File: src/rtl/roi_cropper.sv
// Region-of-interest cropper with per-axis decimation for a DE/VS pixel stream.
// Config is shadowed at each frame start; output is a fixed one-clock delay of the input.
module roi_cropper #(
    parameter int unsigned DATA_WIDTH = 24,
    parameter int unsigned X_WIDTH    = 12,
    parameter int unsigned Y_WIDTH    = 12,
    parameter int unsigned H_DISP     = 1280,
    parameter int unsigned V_DISP     = 720
) (
    input  logic                  clk,
    input  logic                  rst_n,
    input  logic                  en,
    input  logic [X_WIDTH-1:0]    start_x,
    input  logic [X_WIDTH-1:0]    end_x,
    input  logic [Y_WIDTH-1:0]    start_y,
    input  logic [Y_WIDTH-1:0]    end_y,
    input  logic [1:0]            step_x,
    input  logic [1:0]            step_y,
    input  logic                  pre_vs,
    input  logic                  pre_de,
    input  logic [DATA_WIDTH-1:0] pre_data,
    output logic                  post_vs,
    output logic                  post_de,
    output logic [DATA_WIDTH-1:0] post_data,
    output logic                  cfg_err,
    output logic                  frame_done
);

    // Edge detect history
    logic vs_q, de_q;

    logic [X_WIDTH-1:0] h_cnt_q, h_cnt_d;
    logic [Y_WIDTH-1:0] v_cnt_q, v_cnt_d;
    logic [1:0]         h_ph_q, h_ph_d, h_ph_cur;
    logic [1:0]         v_ph_q, v_ph_d, v_ph_cur;

    // Shadow configuration
    logic [X_WIDTH-1:0] sx_q, ex_q, sx_d, ex_d;
    logic [Y_WIDTH-1:0] sy_q, ey_q, sy_d, ey_d;
    logic [1:0]         stx_q, sty_q, stx_d, sty_d;
    logic               cfg_err_q, cfg_err_d;

    logic                  post_vs_q, post_de_q, post_de_d, frame_done_q, frame_done_d;
    logic [DATA_WIDTH-1:0] post_data_q, post_data_d;

    logic vs_rise, de_fall, cfg_bad, in_x, in_y, keep;

    always_comb begin
        vs_rise = pre_vs & ~vs_q;
        de_fall = de_q & ~pre_de;

        cfg_bad = (end_x <= start_x) || (end_y <= start_y) ||
                  (32'(end_x) > H_DISP) || (32'(end_y) > V_DISP);

        // The phase is forced to zero on the first column/line of the region.
        h_ph_cur = (h_cnt_q == sx_q) ? 2'd0 : h_ph_q;
        v_ph_cur = (v_cnt_q == sy_q) ? 2'd0 : v_ph_q;

        in_x = (h_cnt_q >= sx_q) && (h_cnt_q < ex_q);
        in_y = (v_cnt_q >= sy_q) && (v_cnt_q < ey_q);
        keep = en && pre_de && in_x && in_y && (h_ph_cur == 2'd0) && (v_ph_cur == 2'd0);
    end

    always_comb begin
        h_cnt_d = h_cnt_q;
        if (vs_rise || de_fall) begin
            h_cnt_d = '0;
        end else if (pre_de && (h_cnt_q != '1)) begin
            h_cnt_d = h_cnt_q + 1'b1;
        end

        v_cnt_d = v_cnt_q;
        if (vs_rise) begin
            v_cnt_d = '0;
        end else if (de_fall && (v_cnt_q != '1)) begin
            v_cnt_d = v_cnt_q + 1'b1;
        end

        h_ph_d = h_ph_q;
        if (vs_rise) begin
            h_ph_d = 2'd0;
        end else if (pre_de) begin
            h_ph_d = (h_ph_cur == stx_q) ? 2'd0 : h_ph_cur + 2'd1;
        end

        v_ph_d = v_ph_q;
        if (vs_rise) begin
            v_ph_d = 2'd0;
        end else if (de_fall) begin
            v_ph_d = (v_ph_cur == sty_q) ? 2'd0 : v_ph_cur + 2'd1;
        end
    end

    always_comb begin
        sx_d      = sx_q;
        ex_d      = ex_q;
        sy_d      = sy_q;
        ey_d      = ey_q;
        stx_d     = stx_q;
        sty_d     = sty_q;
        cfg_err_d = cfg_err_q;
        if (vs_rise) begin
            if (cfg_bad) begin
                cfg_err_d = 1'b1;
            end else begin
                sx_d      = start_x;
                ex_d      = end_x;
                sy_d      = start_y;
                ey_d      = end_y;
                stx_d     = step_x;
                sty_d     = step_y;
                cfg_err_d = 1'b0;
            end
        end
    end

    always_comb begin
        post_de_d    = en ? keep : pre_de;
        post_data_d  = (!en || keep) ? pre_data : '0;
        frame_done_d = en && de_fall && (v_cnt_q == ey_q - 1'b1);
    end

    always_ff @(posedge clk or negedge rst_n) begin
        if (!rst_n) begin
            vs_q         <= 1'b0;
            de_q         <= 1'b0;
            h_cnt_q      <= '0;
            v_cnt_q      <= '0;
            h_ph_q       <= 2'd0;
            v_ph_q       <= 2'd0;
            sx_q         <= '0;
            ex_q         <= X_WIDTH'(H_DISP);
            sy_q         <= '0;
            ey_q         <= Y_WIDTH'(V_DISP);
            stx_q        <= 2'd0;
            sty_q        <= 2'd0;
            cfg_err_q    <= 1'b0;
            post_vs_q    <= 1'b0;
            post_de_q    <= 1'b0;
            post_data_q  <= '0;
            frame_done_q <= 1'b0;
        end else begin
            vs_q         <= pre_vs;
            de_q         <= pre_de;
            h_cnt_q      <= h_cnt_d;
            v_cnt_q      <= v_cnt_d;
            h_ph_q       <= h_ph_d;
            v_ph_q       <= v_ph_d;
            sx_q         <= sx_d;
            ex_q         <= ex_d;
            sy_q         <= sy_d;
            ey_q         <= ey_d;
            stx_q        <= stx_d;
            sty_q        <= sty_d;
            cfg_err_q    <= cfg_err_d;
            post_vs_q    <= pre_vs;
            post_de_q    <= post_de_d;
            post_data_q  <= post_data_d;
            frame_done_q <= frame_done_d;
        end
    end

    assign post_vs    = post_vs_q;
    assign post_de    = post_de_q;
    assign post_data  = post_data_q;
    assign cfg_err    = cfg_err_q;
    assign frame_done = frame_done_q;

endmodule
File: config.mk
export PLATFORM = sky130hd
export DESIGN_NAME = roi_cropper
export DESIGN_NICKNAME = d
export VERILOG_FILES = /design/src/rtl/roi_cropper.sv
export SDC_FILE = /design/constraint.sdc
export NUM_CORES = 1
export LEC_CHECK = 0
export BUFFER_PORTS_ARGS = -buffer_cell sky130_fd_sc_hd__buf_2
export CORE_ASPECT_RATIO = 2
export CORE_MARGIN = 2
export CORE_UTILIZATION = 43
export CTS_CLUSTER_SIZE = 28
export DETAILED_ROUTE_END_ITERATION = 10
export PLACE_DENSITY = 0.66
export SLEW_MARGIN = 20
export SYNTH_ARGS = -nofsm -noshare
export SYNTH_HDL_FRONTEND = slang
export SYNTH_SLANG_ARGS = --single-unit
File: constraint.sdc
create_clock -name clk -period 4.46 [get_ports clk]
set_clock_uncertainty 0.15 [all_clocks]
set_input_delay 0.446 -clock clk [delete_from_list [all_inputs] [get_ports clk]]
set_output_delay 0.446 -clock clk [all_outputs]
set_load 0.05 [all_outputs]
==> insert_results.sql, run 1 <==
INSERT INTO impl_metrics (metric_group, metric, value, unit) VALUES
('clock_network', 'postCtsResizedCells', '0', ''),
('clock_network', 'tritoncts_buffer_count', '9', ''),
('logic_synthesis', 'ys_warn_count', '0', ''),
('critical_path', 'worst_r2r_path_depth', '12', ''),
('logic_synthesis', 'netlist_area', '6780', 'sq um'),
('power', 'power.leakage', '3.99', 'nW'),
('critical_path', 'cp-start-kind', 'flop', ''),
('logic_synthesis', 'synth_register_bits', '109', ''),
('clock_network', 'h-tree-depth', '3', ''),
('timing', 'setup_viol', '0', ''),
('floorplan', 'core_outline_area', '15600', 'sq um'),
('global_route', 'grt_first_pass_wirelength', '26400', 'um'),
('critical_path', 'critical_path_class', 'flop to flop', ''),
('outcome', 'run_status', 'finished, final reports clean', ''),
('timing', 'post-route-period-util', '0.762', ''),
('timing', 'report.final.hold_viol_count', '0', ''),
('detailed_routing', 'dr.first_iter.drc_count', '207', ''),
('critical_path', 'worst_ep_required_time', '4.58', 'ns'),
('clock_network', 'cts_sinks', '109', ''),
('critical_path', 'cp_num_buf_inv', '0', ''),
('floorplan', 'floorplan.die.height', '182', 'um'),
('global_route', 'grt-ovfl-total', '0', ''),
('placement', 'port-buffer-count', '108', ''),
('floorplan', 'top_level_ports', '109', ''),
('timing', 'finalMaxSlewViolations', '0', ''),
('logic_synthesis', 'synth-seq-area-share', '0.404', ''),
('detailed_routing', 'drtPass1Iterations', '6', ''),
('detailed_routing', 'vias', '5376', ''),
('timing', 'layout_min_cycle_time', '3.40', 'ns'),
('hold_path', 'holdPathStages', '1', ''),
('placement', 'globalplace.congestion', '0.790', ''),
('global_route', 'grt_util_all_layers', '0.197', ''),
('logic_synthesis', 'mean_instance_size_in_the_synthesized_netlist', '9.79', 'sq um'),
('timing', 'timing.slew.headroom', '0.382', ''),
('detailed_routing', 'avgRoutedWirePerCell', '16.1', 'um'),
('floorplan', 'num_rows', '65', ''),
('critical_path', 'critical_path_peak_fanout', '25', ''),
('critical_path', 'worst_path_largest_cell_delay', '0.81', 'ns'),
('floorplan', 'starting_density_of_the_core', '0.434', ''),
('logic_synthesis', 'syn_nets', '849', ''),
('power', 'vdd.ir_drop.worst', '0.198', 'mV'),
('clock_network', 'cts_tree', 'yes', ''),
('floorplan', 'die-area', '16800', 'sq um'),
('timing', 'unrepaired_setup_endpoints_after_global_routing', 'no', ''),
('critical_path', 'crit_cells', '12', ''),
('global_route', 'grt_pass1_vias', '5401', ''),
('logic_synthesis', 'syn_inst', '692', ''),
('detailed_routing', 'drc', '0', ''),
('critical_path', 'cp-end-kind', 'flop', ''),
('timing', 'setup_tns_final', '0', 'ns'),
('critical_path', 'timing.critical_path.cells', 'ha_1 > nand4_1 > nor2_1 > nand2_1 > nand2_1 > ha_1 > nand4b_1 > a31oi_1 > and4b_1 > o2111a_1 > nand3_1 > o22ai_1', ''),
('detailed_routing', 'viasPerCell', '5.36', ''),
('critical_path', 'crit_path_top_delay_cell', 'o2111a_1', ''),
('timing', 'pin_slew_with_the_least_headroom_to_its_limit', '0.927', 'ns'),
('placement', 'place.detailed.hpwl', '12200', 'um'),
('clock_network', 'max-clock-path-buffers', '2', ''),
('critical_path', 'critical-path-top-delay-family', 'compound AO/OA/AOI/OAI gates', ''),
('final_layout', 'flow.area_growth_from_synthesis', '15.2', '%'),
('hold_path', 'hold_path_class', 'input port to flop', ''),
('critical_path', 'reg2reg_setup_slack', '1.06', 'ns'),
('final_layout', 'antenna-diode-count', '0', ''),
('final_layout', 'final_layout_size_suffix_gt1_frac', '0.181', ''),
('timing', 'max_freq', '0.294', 'GHz'),
('global_route', 'number_of_antenna_violations_at_the_first_check_in_global_routing', '0', ''),
('global_route', 'grt_start_max_net_pins', '54', ''),
('clock_network', 'clkTransAtPathRegs', '0.07', 'ns'),
('floorplan', 'chipWidth', '92.8', 'um'),
('clock_network', 'clock_root_buffer_master', 'clkbuf_16', ''),
('final_layout', 'final.fill_count', '1493', ''),
('detailed_routing', 'total_length_of_routed_wires', '16100', 'um'),
('logic_synthesis', 'synth-edff-count', '0', ''),
('critical_path', 'crit_arrival', '3.53', 'ns'),
('power', 'power.density', '297', 'nW/um^2'),
('logic_synthesis', 'synth.distinct_cells', '63', ''),
('final_layout', 'num-nets-final', '955', ''),
('detailed_routing', 'antenna_left', '0', ''),
('placement', 'dp.cells', '987', ''),
('clock_network', 'insertion_delay', '0.35', 'ns'),
('logic_synthesis', 'synth_top_flop_cell', 'dfrtp_1', ''),
('final_layout', 'fin_cells', '1003', ''),
('logic_synthesis', 'async_set_reset_flop_share_out_of_synthesis', '1.00', ''),
('run', 'max_cap_violations', '0', '');
## kinds of logic after synthesis
family	synth area share
AO/OA/AOI/OAI	0.116
AND/OR/NAND/NOR	0.138
multiplexers	0.0812
flip-flops	0.404
buffers and inverters	0.0735
adder cells (fa/ha/maj)	0.140
XOR/XNOR	0.0478
## sequential cells by signal, indices dropped and copies added, names as in the netlist, 2 cells and up
| signal | count |
|---|---|
| stx_q | 2 |
| sy_q | 12 |
| sty_q | 2 |
| post_data | 24 |
| v_cnt_q | 12 |
| ex_q | 12 |
| h_ph_q | 2 |
| h_cnt_q | 12 |
| v_ph_q | 2 |
| ey_q | 12 |
| sx_q | 12 |
## worst paths after layout
| check | start | to |
|---|---|---|
| hold reg to reg | ex_q[2]$_DFFE_PN0P_ | ex_q[2]$_DFFE_PN0P_ |
| max in group asynchronous | rst_n | ey_q[4]$_DFFE_PN1P_ |
| min in group asynchronous | rst_n | ex_q[5]$_DFFE_PN0P_ |
| hold / removal | pre_vs | post_vs$_DFF_PN0_ |
| setup / recovery | h_cnt_q[10]$_DFFE_PN0P_ | post_data[4]$_DFF_PN0_ |
| setup reg to reg | h_cnt_q[10]$_DFFE_PN0P_ | post_data[4]$_DFF_PN0_ |
## cells in the mapped netlist (all sizes together) (4+ instances only)
cell type / number / area share
xor2: 14 / 0.018
dfrtp: 103 / 0.38
o211ai: 4 / 0.0044
nor3: 7 / 0.0052
dfstp: 6 / 0.023
inv: 102 / 0.056
o22ai: 27 / 0.025
mux2i: 28 / 0.041
ha: 76 / 0.14
nand2: 30 / 0.017
xnor2: 23 / 0.030
nand4: 19 / 0.018
a2111oi: 4 / 0.0054
nor4: 4 / 0.0046
clkbuf: 11 / 0.0061
nor2: 52 / 0.029
nand3: 35 / 0.026
a21o: 15 / 0.017
mux2: 24 / 0.040
or4: 5 / 0.0061
buf: 8 / 0.011
a21oi: 26 / 0.019
nor2b: 6 / 0.0055
a22o: 4 / 0.0052
o21ai: 13 / 0.0096
## area by class of cell
class | count | area (sq um) | area share
timing repair buffer | 114 | 603 | 0.0773
tap | 201 | 251 | 0.0322
sequential | 109 | 2740 | 0.350
clock inverter | 6 | 40.0 | 0.00513
multi-input combinational | 462 | 3570 | 0.457
inverter | 102 | 383 | 0.0491
clock buffer | 9 | 225 | 0.0289
## stage by stage
step | power (W) | cell area (sq um) | setup WS (ns) | hold WS (ns) | utilization
3_5_place_dp | 0.00159 | 7520 | 1.08 | 0.329 | 0.482
6_report | 0.00232 | 7800 | 1.06 | 0.107 | 0.500
5_1_grt | 0.00244 | 7800 | 0.742 | 0.105 | 0.500
4_1_cts | 0.00234 | 7800 | 1.05 | 0.0945 | 0.500
2_1_floorplan | 0.00142 | 6780 | 1.88 | 0.000409 | -
3_3_place_gp | 0.00157 | 7520 | 1.18 | 0.322 | 0.482
## layer usage
| metal | vias up | GRT usage | wire, um |
|---|---|---|---|
| li1 | 2648 | - | - |
| met1 | 2581 | 0.249 | 6880 |
| met2 | 113 | 0.332 | 8120 |
| met3 | 34 | 0.0282 | 552 |
| met4 | 0 | 0.0853 | 550 |
| met5 | - | 0 | 0 |
## power breakdown
group	internal (W)	leakage (nW)	switching [W]
Combinational	0.000181	2.53	0.000280
Sequential	0.00106	1.32	0.0000531
Clock	0.000376	0.131	0.000373
## cells in the final DEF, fill, tap and decap left out, drive strengths merged, types with 7 or more instances in the layout
master  netlist  layout
nand4        19      19
o21ai        13      13
inv         102     103
xor2         14      14
a21oi        26      26
clkbuf       11       9
nand3        35      35
a21o         15      15
o22ai        27      27
xnor2        23      23
mux2i        28      28
nor3          7       7
nor2         52      52
buf           8     113
nand2        30      30
dfrtp       103     103
mux2         24      24
ha           76      76
## repair_timing
action                                 CTS  global route
hold buffers                             1             0
endpoints found under the hold margin   40             0
setup buffers                            0             0
## worst register-to-register path: stages (launching register included)
cell and delay [ns]:
dfrtp_1 0.45, ha_1 0.34, nand4_1 0.11, nor2_1 0.19, nand2_1 0.15, nand2_1 0.13
ha_1 0.17, nand4b_1 0.10, a31oi_1 0.16, and4b_1 0.23, o2111a_1 0.81, nand3_1 0.19
o22ai_1 0.16
Power figures use the tool's default switching activity.
==> run 2, diff against run 1 <==
ABC_AREA = 1   (was default)
PLACE_DENSITY = 0.69   (was 0.66)
clock period = 2.8 ns   (was 4.46 ns; I/O delays follow)
==> run 2 against run 1 <==
Largest cell class unchanged; core utilization is 1.5 points higher; combinational power up 120%; critical path depth is 3 higher.
==> insert_results.sql, run 2 <==
INSERT INTO impl_metrics (metric_group, metric, value, unit) VALUES
('logic_synthesis', 'synth.most_common_cell', 'nand2_1', ''),
('logic_synthesis', 'async_set_reset_flop_share_out_of_synthesis', '1.00', ''),
('placement', 'globalplace.congestion', '0.863', ''),
('detailed_routing', 'route.met3.wl', '634', 'um'),
('power', 'vdd.ir_drop.worst', '0.291', 'mV'),
('logic_synthesis', 'synth-compound-area-share', '0.120', ''),
('critical_path', 'cp-start-kind', 'flop', ''),
('placement', 'port-buffer-count', '108', ''),
('detailed_routing', 'vias', '6225', ''),
('critical_path', 'critical_path_peak_fanout', '25', ''),
('detailed_routing', 'avgRoutedWirePerCell', '13.1', 'um'),
('clock_network', 'h-tree-depth', '3', ''),
('logic_synthesis', 'commonest_cells_in_the_netlist', '255 x nand2_1, 123 x inv_1, 103 x dfrtp_1', ''),
('timing', 'pin_slew_with_the_least_headroom_to_its_limit', '0.631', 'ns'),
('global_route', 'grt_first_pass_wirelength', '27700', 'um'),
('logic_synthesis', 'synth.distinct_cells', '39', ''),
('logic_synthesis', 'ys_warn_count', '0', ''),
('detailed_routing', 'drc', '0', ''),
('final_layout', 'final_layout_size_suffix_gt1_frac', '0.162', ''),
('floorplan', 'starting_density_of_the_core', '0.434', ''),
('clock_network', 'max-clock-path-buffers', '2', ''),
('global_route', 'grt_start_max_net_pins', '65', ''),
('logic_synthesis', 'synth-edff-count', '0', ''),
('detailed_routing', 'antenna_left', '0', ''),
('timing', 'setup_viol', '0', ''),
('placement', 'place.detailed.hpwl', '12600', 'um'),
('timing', 'unrepaired_setup_endpoints_after_global_routing', 'no', ''),
('logic_synthesis', 'synth-adder-area-share', '0.136', ''),
('floorplan', 'chipWidth', '94.2', 'um'),
('critical_path', 'reg2reg_setup_slack', '0.20', 'ns'),
('detailed_routing', 'detailroute.wirelength.met2', '8010', 'um'),
('global_route', 'number_of_antenna_violations_at_the_first_check_in_global_routing', '0', ''),
('placement', 'dp.cells', '1217', ''),
('floorplan', 'top_level_ports', '109', ''),
('hold_path', 'hold_start', 'start_y[8]', ''),
('global_route', 'grt_pass1_vias', '6199', ''),
('run', 'max_cap_violations', '0', ''),
('power', 'power.leakage', '4.51', 'nW'),
('critical_path', 'crit_path_top_delay_cell', 'dfrtp_1', ''),
('final_layout', 'finish.utilization', '0.515', ''),
('timing', 'layout_min_cycle_time', '2.60', 'ns'),
('timing', 'max_freq', '0.385', 'GHz'),
('logic_synthesis', 'yosys-top-cells-area', 'dfrtp_1 37%, nand2_1 14%, ha_1 14%', ''),
('detailed_routing', 'dr.first_iter.drc_count', '349', ''),
('logic_synthesis', 'synth_simple_gate_area_frac', '0.244', ''),
('final_layout', 'num-nets-final', '1197', ''),
('critical_path', 'worst_path_largest_cell_delay', '0.45', 'ns'),
('logic_synthesis', 'yosys.area.top_type', 'dfrtp_1', ''),
('critical_path', 'crit_arrival', '2.71', 'ns'),
('logic_synthesis', 'mean_instance_size_in_the_synthesized_netlist', '7.70', 'sq um'),
('global_route', 'grt_util_all_layers', '0.197', ''),
('timing', 'setup_tns_final', '0', 'ns'),
('logic_synthesis', 'post_synth_mux_area_share', '0', ''),
('timing', 'finalMaxSlewViolations', '0', ''),
('hold_path', 'hold_path_class', 'input port to flop', ''),
('final_layout', 'flow.area_growth_from_synthesis', '18.6', '%'),
('logic_synthesis', 'synth_xor_xnor_area_share', '0.0208', ''),
('hold_path', 'hold_worst_path_end', 'sy_q[8]$_DFFE_PN0P_', ''),
('clock_network', 'cts_sinks', '109', ''),
('outcome', 'run_status', 'finished, final reports clean', ''),
('clock_network', 'clkTransAtPathRegs', '0.08', 'ns'),
('final_layout', 'layout.cells.most_common_list', '255 x nand2_1, 123 x inv_1, 107 x buf_2', ''),
('detailed_routing', 'total_length_of_routed_wires', '16300', 'um'),
('critical_path', 'worst_r2r_path_depth', '15', ''),
('detailed_routing', 'routedLengthMet1', '7260', 'um'),
('clock_network', 'tritoncts_buffer_count', '9', ''),
('logic_synthesis', 'netlist_area', '6990', 'sq um'),
('floorplan', 'floorplan.die.height', '184', 'um'),
('timing', 'timing.slew.headroom', '0.579', ''),
('final_layout', 'largest_register_ffs', '24', ''),
('critical_path', 'critical-path-top-delay-family', 'simple AND/OR/NAND/NOR gates', ''),
('timing', 'post-route-period-util', '0.928', ''),
('floorplan', 'num_rows', '66', ''),
('critical_path', 'worstReg2RegStart', 'v_cnt_q[6]$_DFFE_PN0P_', ''),
('final_layout', 'final_common_cell', 'nand2_1', ''),
('timing', 'report.final.hold_viol_count', '0', ''),
('power', 'power.density', '497', 'nW/um^2'),
('logic_synthesis', 'synth_register_bits', '109', ''),
('timing', 'fin_hold_ws', '0.00506', 'ns'),
('critical_path', 'r2r-end', 'post_data[18]$_DFF_PN0_', ''),
('logic_synthesis', 'synth-seq-area-share', '0.391', ''),
('critical_path', 'cp_num_buf_inv', '2', ''),
('critical_path', 'cp-end-kind', 'flop', ''),
('clock_network', 'insertion_delay', '0.35', 'ns'),
('final_layout', 'antenna-diode-count', '0', ''),
('final_layout', 'fin_cells', '1249', ''),
('clock_network', 'clock_root_buffer_master', 'clkbuf_16', ''),
('logic_synthesis', 'synth_top_flop_cell', 'dfrtp_1', ''),
('power', 'totalPowerFinal', '0.00412', 'W'),
('logic_synthesis', 'syn_nets', '1065', ''),
('floorplan', 'die-area', '17400', 'sq um'),
('clock_network', 'cts_tree', 'yes', ''),
('critical_path', 'worst_ep_required_time', '2.91', 'ns'),
('detailed_routing', 'drtPass1Iterations', '5', ''),
('global_route', 'grt-ovfl-total', '0', ''),
('floorplan', 'core_outline_area', '16100', 'sq um'),
('hold_path', 'holdPathStages', '3', ''),
('detailed_routing', 'viasPerCell', '4.98', ''),
('logic_synthesis', 'syn_inst', '908', ''),
('logic_synthesis', 'synth_top_family_by_area', 'simple AND/OR/NAND/NOR gates', ''),
('logic_synthesis', 'yosysTopAreaCellShare', '0.369', ''),
('critical_path', 'timing.critical_path.cells', 'ha_1 > nand2_1 > nor2_2 > nand3_1 > nand2_1 > ha_1 > nand2_1 > inv_1 > nand3_1 > nor2_1 > nand4_1 > nor2_1 > nand3_1 > buf_4 > a21boi_0', ''),
('detailed_routing', 'maxUsedRoutingLayer', 'met4', ''),
('critical_path', 'critical_path_class', 'flop to flop', '');
-- run 2: timing repair --
item / in CTS / in global routing
endpoints found under the setup margin: 0 / 23
buffers inserted: 0 / 1
hold endpoints to repair: 56 / 0
hold buffers: 15 / 0
resized for setup: 0 / 9
-- run 2: metrics by stage --
step	cell area [sq um]	setup WS (ns)
final	8290	0.201
after global routing	8290	0.00110
after floorplan	6990	0.377
after global placement	7810	0.271
after CTS	8270	0.179
after detailed placement	7810	0.172
-- run 2: layer usage --
layer,vias up,track usage
met5,-,0
met4,0,0.0736
met3,27,0.0229
met2,169,0.333
met1,2843,0.258
li1,3186,-
-- run 2: worst max-delay path by stage --
stage | startpoint | endpoint | slack (ns) | cells after the start
finish | v_cnt_q[6]$_DFFE_PN0P_ | post_data[18]$_DFF_PN0_ | 0.20 | 15
floorplan | v_cnt_q[11]$_DFFE_PN0P_ | post_data[5]$_DFF_PN0_ | 0.38 | 15
global placement | h_cnt_q[11]$_DFFE_PN0P_ | post_data[8]$_DFF_PN0_ | 0.27 | 15
detailed placement | h_cnt_q[11]$_DFFE_PN0P_ | post_data[18]$_DFF_PN0_ | 0.17 | 15
global route | h_cnt_q[11]$_DFFE_PN0P_ | post_data[21]$_DFF_PN0_ | 0.001 | 15
CTS | sy_q[11]$_DFFE_PN0P_ | post_data[18]$_DFF_PN0_ | 0.18 | 16
-- run 2: tightest hold or removal path, cell delays in order --
cell     delay [ns]
buf_2          0.09
nand2_1        0.05
nand2_1        0.05
-- run 2: cells by family (layout without fill, tap and decap cells) --
| logic type | count (synthesis) | in the layout |
|---|---|---|
| flops | 109 | 109 |
| xor+xnor | 15 | 15 |
| buf+inv | 149 | 286 |
| fa+ha+maj | 76 | 76 |
| simple gates | 412 | 412 |
| compound gates | 147 | 147 |
-- run 2: layout make-up --
class	instances	area [sq um]
clock inverters	5	63.8
flip-flops and latches	109	2740
multi-input cells	650	3650
repair buffers	144	863
clock buffers	11	253
fillers	1571	7810
inverters	126	473
well taps	204	255
-- run 2: report_power, final --
part           leakage (nW)  internal, W  switching [W]
Combinational          2.93     0.000343       0.000663
Clock                 0.153     0.000752       0.000604
Sequential             1.43      0.00169      0.0000663
Total                  4.51      0.00278        0.00133
==> run 3, diff against run 2 <==
REMOVE_ABC_BUFFERS = 1   (was default)
==> run 3 against run 2 <==
Worst setup slack got worse by 0.031 ns; sequential power about the same; sequential share of layout area decreased by 0.43 points; critical path depth unchanged; non-clock buffer count increased by 10; via count decreased by 0.18%; count of clock-buffer cells in the layout unchanged; combinational power about the same; critical path type unchanged.
==> insert_results.sql, run 3 (synthesis results as in run 2) <==
INSERT INTO impl_metrics (metric_group, metric, value, unit) VALUES
('outcome', 'run_status', 'finished, final reports clean', ''),
('floorplan', 'core_outline_area', '16100', 'sq um'),
('clock_network', 'clock_root_buffer_master', 'clkbuf_16', ''),
('floorplan', 'chipWidth', '94.2', 'um'),
('critical_path', 'crit_arrival', '2.75', 'ns'),
('final_layout', 'final_common_cell', 'nand2_1', ''),
('critical_path', 'crit_cells', '15', ''),
('timing', 'layout_min_cycle_time', '2.63', 'ns'),
('clock_network', 'cts_tree', 'yes', ''),
('detailed_routing', 'drc', '0', ''),
('floorplan', 'top_level_ports', '109', ''),
('global_route', 'grt_first_pass_wirelength', '28300', 'um'),
('power', 'power.leakage', '4.57', 'nW'),
('run', 'max_cap_violations', '0', ''),
('clock_network', 'tritoncts_buffer_count', '9', ''),
('timing', 'report.final.hold_viol_count', '0', ''),
('timing', 'setup_tns_final', '0', 'ns'),
('critical_path', 'timing.critical_path.cells', 'ha_1 > nand2_1 > nor2_1 > nand3_1 > nand2_1 > ha_1 > nand2_1 > inv_1 > nand3_1 > nor2_1 > nand4_1 > nor2_1 > nand3_1 > buf_6 > a21boi_0', ''),
('placement', 'detailed_place.area', '7850', 'sq um'),
('critical_path', 'critical-path-top-delay-family', 'simple AND/OR/NAND/NOR gates', ''),
('timing', 'unrepaired_setup_endpoints_after_global_routing', 'no', ''),
('floorplan', 'die-area', '17400', 'sq um'),
('critical_path', 'critical_path_class', 'flop to flop', ''),
('detailed_routing', 'antenna_left', '0', ''),
('power', 'vdd.ir_drop.worst', '0.237', 'mV'),
('floorplan', 'starting_density_of_the_core', '0.434', ''),
('global_route', 'grt_util_all_layers', '0.203', ''),
('timing', 'setup_viol', '0', ''),
('clock_network', 'clkTransAtPathRegs', '0.08', 'ns'),
('timing', 'max_freq', '0.380', 'GHz'),
('final_layout', 'layout.cells.most_common_list', '255 x nand2_1, 123 x inv_1, 107 x buf_2', ''),
('final_layout', 'cell_area_after_layout', '8400', 'sq um'),
('global_route', 'grt-ovfl-total', '0', ''),
('detailed_routing', 'viasPerCell', '4.94', ''),
('critical_path', 'crit_path_top_delay_cell', 'dfrtp_1', ''),
('timing', 'pin_slew_with_the_least_headroom_to_its_limit', '0.626', 'ns'),
('power', 'power.density', '504', 'nW/um^2'),
('final_layout', 'final_layout_size_suffix_gt1_frac', '0.162', ''),
('timing', 'timing.slew.headroom', '0.582', ''),
('critical_path', 'cp_num_buf_inv', '2', ''),
('floorplan', 'num_rows', '66', ''),
('final_layout', 'flow.area_growth_from_synthesis', '20.1', '%'),
('placement', 'port-buffer-count', '108', ''),
('floorplan', 'floorplan.die.height', '184', 'um'),
('clock_network', 'insertion_delay', '0.36', 'ns'),
('hold_path', 'hold_path_class', 'input port to flop', ''),
('final_layout', 'num-nets-final', '1207', ''),
('critical_path', 'worst_ep_required_time', '2.92', 'ns'),
('global_route', 'number_of_antenna_violations_at_the_first_check_in_global_routing', '0', ''),
('timing', 'post-route-period-util', '0.939', ''),
('critical_path', 'cp-end-kind', 'flop', ''),
('clock_network', 'h-tree-depth', '3', ''),
('detailed_routing', 'drtPass1Iterations', '5', ''),
('clock_network', 'cts_sinks', '109', ''),
('critical_path', 'worst_path_largest_cell_delay', '0.40', 'ns'),
('global_route', 'grt_pass1_vias', '6145', ''),
('detailed_routing', 'avgRoutedWirePerCell', '13.3', 'um'),
('timing', 'finalMaxSlewViolations', '0', ''),
('detailed_routing', 'dr.first_iter.drc_count', '342', ''),
('critical_path', 'cp-start-kind', 'flop', ''),
('final_layout', 'largest_register_ffs', '24', ''),
('detailed_routing', 'total_length_of_routed_wires', '16700', 'um'),
('hold_path', 'holdPathStages', '3', ''),
('final_layout', 'antenna-diode-count', '0', ''),
('placement', 'place.detailed.hpwl', '12800', 'um'),
('clock_network', 'max-clock-path-buffers', '2', ''),
('placement', 'globalplace.congestion', '0.903', ''),
('global_route', 'grt_start_max_net_pins', '64', ''),
('detailed_routing', 'vias', '6214', ''),
('critical_path', 'worst_r2r_path_depth', '15', ''),
('critical_path', 'critical_path_peak_fanout', '25', '');
==> run 3: power by group <==
| group | switching, W | internal (W) |
|---|---|---|
| Combinational | 0.000667 | 0.000354 |
| Sequential | 0.0000625 | 0.00169 |
| Clock | 0.000590 | 0.000871 |
| Total | 0.00132 | 0.00291 |
==> run 3: final cells by class <==
type	count	area, sq um
timing repair buffer	154	955
fill	1536	7700
tap	204	255
clock inverter	4	97.6
clock buffer	11	233
inverter	126	473
multi-input combinational	650	3650
sequential	109	2740
==> run 3: timing repair <==
item,CTS,global route
endpoints found under the hold margin,59,0
gates resized for setup,0,13
endpoints found under the setup margin,0,25
setup buffers,0,1
hold buffers,20,0
==> run 3: per-stage QoR <==
step	total power [W]	std cells	hold WS, ns	utilization	setup slack (ns)
floorplan	0.00243	885	-0.166	-	0.191
global placement	0.00274	1222	0.183	0.487	0.247
detailed placement	0.00278	1222	0.186	0.487	0.0947
CTS	0.00426	1257	0.00100	0.520	0.0712
global route	0.00448	1258	0.00196	0.522	0.00692
finish	0.00423	1258	0.00862	0.522	0.170
==> run 3: worst register-to-register path, cell delays in order, from the launching register on <==
cell	delay (ns)
dfrtp_1	0.40
ha_1	0.31
nand2_1	0.07
nor2_1	0.18
nand3_1	0.17
nand2_1	0.16
ha_1	0.17
nand2_1	0.05
inv_1	0.06
nand3_1	0.06
nor2_1	0.10
nand4_1	0.09
nor2_1	0.12
nand3_1	0.09
buf_6	0.18
a21boi_0	0.20
==> run 3: routing by layer <==
layer | share of wire | vias to the layer above | wire (um) | global-route usage
met5 | 0 | - | 0 | 0
met2 | 0.50 | 130 | 8360 | 0.346
li1 | - | 3214 | - | -
met3 | 0.034 | 19 | 567 | 0.0253
met4 | 0.016 | 0 | 271 | 0.0620
met1 | 0.45 | 2851 | 7510 | 0.265
==> run 3: worst paths after layout <==
check	to	start	slack, ns
max reg2reg	post_data[17]$_DFF_PN0_	v_cnt_q[7]$_DFFE_PN0P_	0.17
min reg2reg	ex_q[10]$_DFFE_PN1P_	ex_q[10]$_DFFE_PN1P_	0.33
max in group asynchronous	post_data[15]$_DFF_PN0_	rst_n	1.37
min in group asynchronous	h_cnt_q[3]$_DFFE_PN0P_	rst_n	0.33
max	post_data[17]$_DFF_PN0_	v_cnt_q[7]$_DFFE_PN0P_	0.17
min	ey_q[4]$_DFFE_PN1P_	end_y[4]	0.009
